--- src/rtl/lut_gate_pkg.sv ---
// -----------------------------------------------------------------------------
// lut_gate_pkg
// Shared definitions for the LUT gate pipeline.
//   tt_t      : 4-bit two-input truth table, bit index is {a,b}
//   TT_*      : common gate functions expressed as truth tables
// -----------------------------------------------------------------------------
package lut_gate_pkg;

   typedef logic [3:0] tt_t;

   // Bit {a,b} of each constant is the gate output for that input pair.
   localparam tt_t TT_AND  = 4'b1000;
   localparam tt_t TT_OR   = 4'b1110;
   localparam tt_t TT_XOR  = 4'b0110;
   localparam tt_t TT_NAND = 4'b0111;
   localparam tt_t TT_NOR  = 4'b0001;

endpackage

--- src/rtl/lut2_mux.sv ---
// -----------------------------------------------------------------------------
// lut2_mux
// One-bit two-input lookup: o_y = i_tt[{i_a,i_b}], built as a tree of three
// 2:1 muxes (i_b selects within each half, i_a selects the half).
//   i_tt : truth table
//   i_a  : operand bit a (upper index bit)
//   i_b  : operand bit b (lower index bit)
//   o_y  : selected truth-table bit
//
// mux2
// Plain 2:1 multiplexer: o_y = i_sel ? i_d1 : i_d0.
// -----------------------------------------------------------------------------
module lut2_mux
   import lut_gate_pkg::*;
(
   input  tt_t  i_tt,
   input  logic i_a,
   input  logic i_b,
   output logic o_y
);

   logic w_lo;   // a=0 half: tt[{0,b}]
   logic w_hi;   // a=1 half: tt[{1,b}]

   mux2 u_mux_lo (
      .i_d0  (i_tt[0]),
      .i_d1  (i_tt[1]),
      .i_sel (i_b),
      .o_y   (w_lo)
   );

   mux2 u_mux_hi (
      .i_d0  (i_tt[2]),
      .i_d1  (i_tt[3]),
      .i_sel (i_b),
      .o_y   (w_hi)
   );

   mux2 u_mux_out (
      .i_d0  (w_lo),
      .i_d1  (w_hi),
      .i_sel (i_a),
      .o_y   (o_y)
   );

endmodule

module mux2 (
   input  logic i_d0,
   input  logic i_d1,
   input  logic i_sel,
   output logic o_y
);

   assign o_y = i_sel ? i_d1 : i_d0;

endmodule

--- src/rtl/lut_gate_pipe.sv ---
// -----------------------------------------------------------------------------
// lut_gate_pipe
// Two-stage pipeline applying a programmable two-input gate bitwise to a pair
// of operands. Each transaction carries the truth table that was current when
// it was accepted, so reprogramming never disturbs in-flight data.
//
// Ports
//   clk, rst_n          : clock, asynchronous active-low reset
//   cfg_we, cfg_tt      : truth-table write strobe and value (index {a,b})
//   in_valid/in_ready   : operand channel, operands in_a, in_b
//   out_valid/out_ready : result channel, result out_o
//   out_count           : number of completed output handshakes (wraps)
//   busy                : either pipeline stage holds valid data
//
// Handshake semantics (both channels): a transfer happens on a rising edge
// where valid and ready are both 1. A producer holding valid keeps its data
// stable until the transfer. in_ready depends combinationally on out_ready.
// -----------------------------------------------------------------------------
module lut_gate_pipe
   import lut_gate_pkg::*;
#(
   parameter int  WIDTH    = 8,
   parameter int  CNT_W    = 16,
   parameter tt_t TT_RESET = TT_OR
)(
   input  logic             clk,
   input  logic             rst_n,
   input  logic             cfg_we,
   input  logic [3:0]       cfg_tt,
   input  logic             in_valid,
   output logic             in_ready,
   input  logic [WIDTH-1:0] in_a,
   input  logic [WIDTH-1:0] in_b,
   output logic             out_valid,
   input  logic             out_ready,
   output logic [WIDTH-1:0] out_o,
   output logic [CNT_W-1:0] out_count,
   output logic             busy
);

   // Truth-table register and pipeline state
   tt_t              r_tt;
   logic             r_s1_valid;
   logic [WIDTH-1:0] r_s1_a;
   logic [WIDTH-1:0] r_s1_b;
   tt_t              r_s1_tt;
   logic             r_s2_valid;
   logic [WIDTH-1:0] r_s2_o;
   logic [CNT_W-1:0] r_count;

   logic             w_s2_can_load;
   logic             w_in_fire;
   logic             w_out_fire;
   logic [WIDTH-1:0] w_res;

   // S2 can take new data when empty or being drained this edge; S1 can take
   // new data when empty or advancing into S2.
   assign w_s2_can_load = !r_s2_valid || out_ready;
   assign in_ready      = !r_s1_valid || w_s2_can_load;
   assign w_in_fire     = in_valid && in_ready;
   assign w_out_fire    = r_s2_valid && out_ready;

   // The tt written on this edge lands in r_tt; an operand accepted on the
   // same edge captures the previous r_tt value.
   always_ff @(posedge clk or negedge rst_n) begin
      if (!rst_n) begin
         r_tt <= TT_RESET;
      end else if (cfg_we) begin
         r_tt <= cfg_tt;
      end
   end

   // Stage 1: operands plus the truth table they will be evaluated with
   always_ff @(posedge clk or negedge rst_n) begin
      if (!rst_n) begin
         r_s1_valid <= 1'b0;
         r_s1_a     <= '0;
         r_s1_b     <= '0;
         r_s1_tt    <= TT_RESET;
      end else if (in_ready) begin
         r_s1_valid <= in_valid;
         if (in_valid) begin
            r_s1_a  <= in_a;
            r_s1_b  <= in_b;
            r_s1_tt <= r_tt;
         end
      end
   end

   // Per-bit lookup between the stages; this mux tree is the whole datapath.
   for (genvar gi = 0; gi < WIDTH; gi++) begin : g_bit
      lut2_mux u_lut (
         .i_tt (r_s1_tt),
         .i_a  (r_s1_a[gi]),
         .i_b  (r_s1_b[gi]),
         .o_y  (w_res[gi])
      );
   end

   // Stage 2: result register. Data only moves on a real S1 advance, so
   // out_o stays put while stalled.
   always_ff @(posedge clk or negedge rst_n) begin
      if (!rst_n) begin
         r_s2_valid <= 1'b0;
         r_s2_o     <= '0;
      end else if (w_s2_can_load) begin
         r_s2_valid <= r_s1_valid;
         if (r_s1_valid) begin
            r_s2_o <= w_res;
         end
      end
   end

   // Completed-result counter, wraps naturally at 2^CNT_W
   always_ff @(posedge clk or negedge rst_n) begin
      if (!rst_n) begin
         r_count <= '0;
      end else if (w_out_fire) begin
         r_count <= r_count + CNT_W'(1);
      end
   end

   assign out_valid = r_s2_valid;
   assign out_o     = r_s2_o;
   assign out_count = r_count;
   assign busy      = r_s1_valid || r_s2_valid;

   // Accepted-input strobe kept for probing; not needed by the logic above.
   logic w_unused;
   assign w_unused = w_in_fire;

endmodule

--- config.mk ---
export PLATFORM = sky130hd
export DESIGN_NAME = lut_gate_pipe
export DESIGN_NICKNAME = d
export VERILOG_FILES = /design/src/rtl/lut_gate_pkg.sv /design/src/rtl/lut2_mux.sv /design/src/rtl/lut_gate_pipe.sv
export SDC_FILE = /design/constraint.sdc
export NUM_CORES = 1
export LEC_CHECK = 0
export BUFFER_PORTS_ARGS = -buffer_cell sky130_fd_sc_hd__buf_2
export CAP_MARGIN = 20
export CORE_ASPECT_RATIO = 1.4
export CORE_MARGIN = 8
export CORE_UTILIZATION = 30
export CTS_BUF_LIST = sky130_fd_sc_hd__clkbuf_16
export CTS_CLUSTER_DIAMETER = 100
export DETAILED_ROUTE_END_ITERATION = 6
export PLACE_DENSITY = 0.51
export SYNTH_ARGS = -nofsm -noshare
export SYNTH_HDL_FRONTEND = slang
export SYNTH_HIERARCHICAL = 1
export SYNTH_SLANG_ARGS = --single-unit
--- constraint.sdc ---
create_clock -name clk -period 2.9 [get_ports clk]
set_input_delay 0.29 -clock clk [delete_from_list [all_inputs] [get_ports clk]]
set_output_delay 0.29 -clock clk [all_outputs]
set_load 0.01 [all_outputs]
==> impl.org <==
** Run status
- The run finished with clean final reports.

** Yosys
- Library cell with the largest summed area after synthesis :: dfrtp_1
- The mapped netlist covers roughly 0.0023 mm².
- Adder and majority gate portion of the synthesized area :: 0.00537
- Share of cell area taken by muxes after synthesis :: 0.314
- The share of the Yosys chip area taken by registers is 0.540.
- In the post-synthesis netlist, the biggest area contributors are dfrtp_1, mux2_2, mux2_4.
- Synthesized area divided by synthesized cell count :: ~15 µm²
- In the synthesized netlist, the number of instances is 154.
- Count of different cell masters after synthesis :: 23
- Post-Synth Simple-Gate Area :: 0.0747
- Compound-Gate Fraction of Synth Area :: 0
- Yosys synthesis warning count :: 6
- Area share of the leading cell type in the synthesized netlist :: 0.473
- Total of flip-flops plus latches after synthesis :: 50
- When the netlist entered floorplanning its net count stood at 180.
- Largest family of logic cells by synthesized area :: multiplexers
- XOR/XNOR Fraction of Synth Area :: 0.0564

** GRT
- The first global-routing pass estimated 7850 µm of wire.
- Via count of the first global-routing pass :: 1502
- The number of antenna violations at the first check in global routing came to 0.
- Entering global routing, the biggest net connects 36 pins.
- Total congestion overflow after global routing :: 0
- In the global route stage, overall resource usage came out at 0.0892.

** Timing
- Final critical-path required period :: ~1.5 ns
- Based on the critical path, the design can be clocked at up to 0.680 GHz.
- Final TNS setup :: 0 ns
- Headroom to the max-slew limit came out at 0.777.
- Between clock sinks in the finished design, the worst skew comes to 0.00319 ns.
- Of the available clock period, the critical path in the final layout requires 0.507.
- The final count of pins violating max slew came to 0.
- Final number of hold-violating endpoints :: 0
- Slew at the pin closest to its max-slew limit :: 0.334 ns
- Unrepaired setup endpoints after global routing :: no
- Setup violations remaining at the end of the flow were counted as 0.

** Critical path
- Endpoint type of the worst setup path :: primary output
- Type of the worst setup path :: reg -> out
- Cell with the biggest individual delay on the critical path :: dfrtp_1
- The most critical setup path has its startpoint at out_valid.
- Worst reg2reg path startpoint :: out_valid
- STA puts the critical path data required time at 2.61 ns.
- Walking the worst path, the cells encountered are or2_2, buf_2.
- In this design, the stage delay of the slowest critical-path cell is 0.44 ns.
- Data arrives at the worst endpoint at 1.18 ns.
- STA classifies the critical path startpoint as a flip-flop.
- Crit-path max FO :: 7

** Route
- After the first detailed-routing iteration, the DRC count stood at 44.
- Detailed-route via count :: between 1000 and 1500
- Number of iterations in the first detailed-routing pass :: 4
- Drt wl/cell :: 14.9 µm
- Routed Antenna Nets :: 0
- After detailed routing, the number of remaining DRC violations is 0.
- Dividing the detail-routed via count by the number of cells gives 4.41.
- Wires add up to 4680 µm.

** Power and ir drop
- Highest ir drop seen on vdd :: between 0.0003 and 0.0004 V
- Power density over the cells :: 734 mW/mm²
- The analysis attributes to cell leakage a power of 0.00137 µW.

** Placed design
- Buffers on Ports :: 51
- The congestion estimate from routability-driven global placement came to between 0.6 and 0.7.
- Detailed placement finished with a half-perimeter wire length of around 3500 µm.
- Cell area reported after detailed placement :: 0.00272 mm²
- After detailed placement, the design holds a cell count of 305.

** Min path
- The worst hold path begins at in_valid.
- The min-delay analysis places its worst path in the category in -> reg.

** CTS
- Number of setup buffers added after CTS :: 0
- Worst-path clk slew :: 0.06 ns
- Cts bufs inserted :: 5
- CTS placed an instance of clkbuf_16 at the clock tree root.
- The tree built by TritonCTS fans out to 50 sinks.
- After clock tree synthesis, the flow added hold-fix buffers numbering 1.
- Cells resized by post-CTS repair :: 0
- Number of H-tree levels :: 2
- The clock passes through at most 2 buffers.
- The later pin in the worst-skew pair is clocked with a latency of approximately 0.28 ns.
- TritonCTS built the clock tree.

** Finish
- For this run, the post-layout net count is 239.
- Leading cell type in the layout, fill and taps excluded :: buf_2
- The number of antenna diodes in the final layout is 0.
- Fin cells :: approximately 310
- FILL cells :: approximately 730
- The finished cells cover 0.00287 mm².
- Footprint of the flip-flops and latches :: 0.00126 mm²
- Summing all multi-input logic gate instances after layout gives 0.00105 mm².
- Most frequent cells in the layout :: buf_2, dfrtp_1, mux2_2
- In the final layout, the share of cells above drive strength 1 is 0.593.
- The area growth from synthesis to layout is 23.2%.

** Die
- Horiz. Die Dim :: 90.5 µm
- Starting utilization of the core area :: 0.304
- between 50 and 60 I/O pins were placed.
- After floorplanning, the core was sized to cover 0.00765 mm².
- The die covers 0.0109 mm².
- Die Y :: 120 µm
- Row cnt :: 38

** Flow run
- The tool flagged a number of max-cap violations equal to 0.
==> layout make-up <==
class | instances | share of cell area
Sequential cell | 50 | 0.439
Multi-Input combinational cell | 101 | 0.366
Timing Repair Buffer | 55 | 0.105
Clock buffer | 5 | 0.0436
Tap cell | 100 | 0.0436
Clock inverter | 3 | 0.00392
==> cell families after synthesis <==
kind of cell	count (synthesis)
XOR/XNOR	15
flip-flops	50
adder cells (fa/ha/maj)	1
AND/OR/NAND/NOR	28
buffers and inverters	3
multiplexers	57
==> sequential cells by signal (all words and copies together), names as in the netlist <==
| register | count |
|---|---|
| r_s1_tt | 4 |
| r_s1_b | 8 |
| r_s1_valid | 1 |
| out_count | 16 |
| r_s1_a | 8 |
| out_valid | 1 |
| out_o | 8 |
| r_tt | 4 |
==> metrics by stage <==
stage | hold WS, ns | utilization | setup WS, ns | power, µW
after floorplan | -0.00559 | - | 1.49 | 1370
after global placement | 0.458 | 0.353 | 1.41 | 1570
after detailed placement | 0.209 | 0.356 | 1.40 | 1590
after CTS | 0.225 | 0.375 | 1.43 | 2150
after global routing | 0.226 | 0.375 | 1.33 | 2250
final | 0.234 | 0.375 | 1.43 | 2110
==> critical path: cells and delay by family (launching register included) <==
kind	cells	cell delay, ns
DFF	1	0.44
and+or+nand+nor	1	0.32
buffers and inverters	1	0.14
==> cell usage after synthesis <==
| library cell | count |
|---|---|
| nand2_2 | 1 |
| and3_4 | 1 |
| nand2b_1 | 2 |
| buf_2 | 2 |
| and3_1 | 3 |
| and4_4 | 1 |
| mux2_2 | 33 |
| xor2_1 | 2 |
| buf_6 | 1 |
| or2_2 | 1 |
| and2_1 | 1 |
| mux2_4 | 24 |
| and4_2 | 1 |
| nand4_1 | 3 |
| and4_1 | 1 |
| dfrtp_1 | 44 |
| nand3_1 | 6 |
| nand2_1 | 5 |
| ha_1 | 1 |
| or2b_1 | 1 |
| xnor2_1 | 13 |
| dfstp_2 | 6 |
| nand3b_1 | 1 |
==> path summary, 6_finish.rpt <==
check	end	slack, ns	cells after the start
setup / recovery	busy	1.43	2
hold / removal	r_s1_valid	0.23	2
setup reg to reg	r_s1_a[7]	1.45	4
hold reg to reg	out_count[15]	0.48	1
max in group asynchronous	r_s1_tt[1]	1.90	3
min in group asynchronous	out_count[3]	0.43	2
==> metal layers <==
layer  part of all wire  GRT usage  up-vias
li1                   -          -      664
met1               0.45      0.110      670
met2               0.47      0.139       45
met3              0.073     0.0354        5
met4             0.0083     0.0282        0
met5                  0          0        -
==> report_power, final <==
group          switching [µW]  internal (µW)
logic                     206            356
registers                 146            853
clock network             233            311
total                     585           1520
No activity file was read; power rests on OpenSTA's default activity.
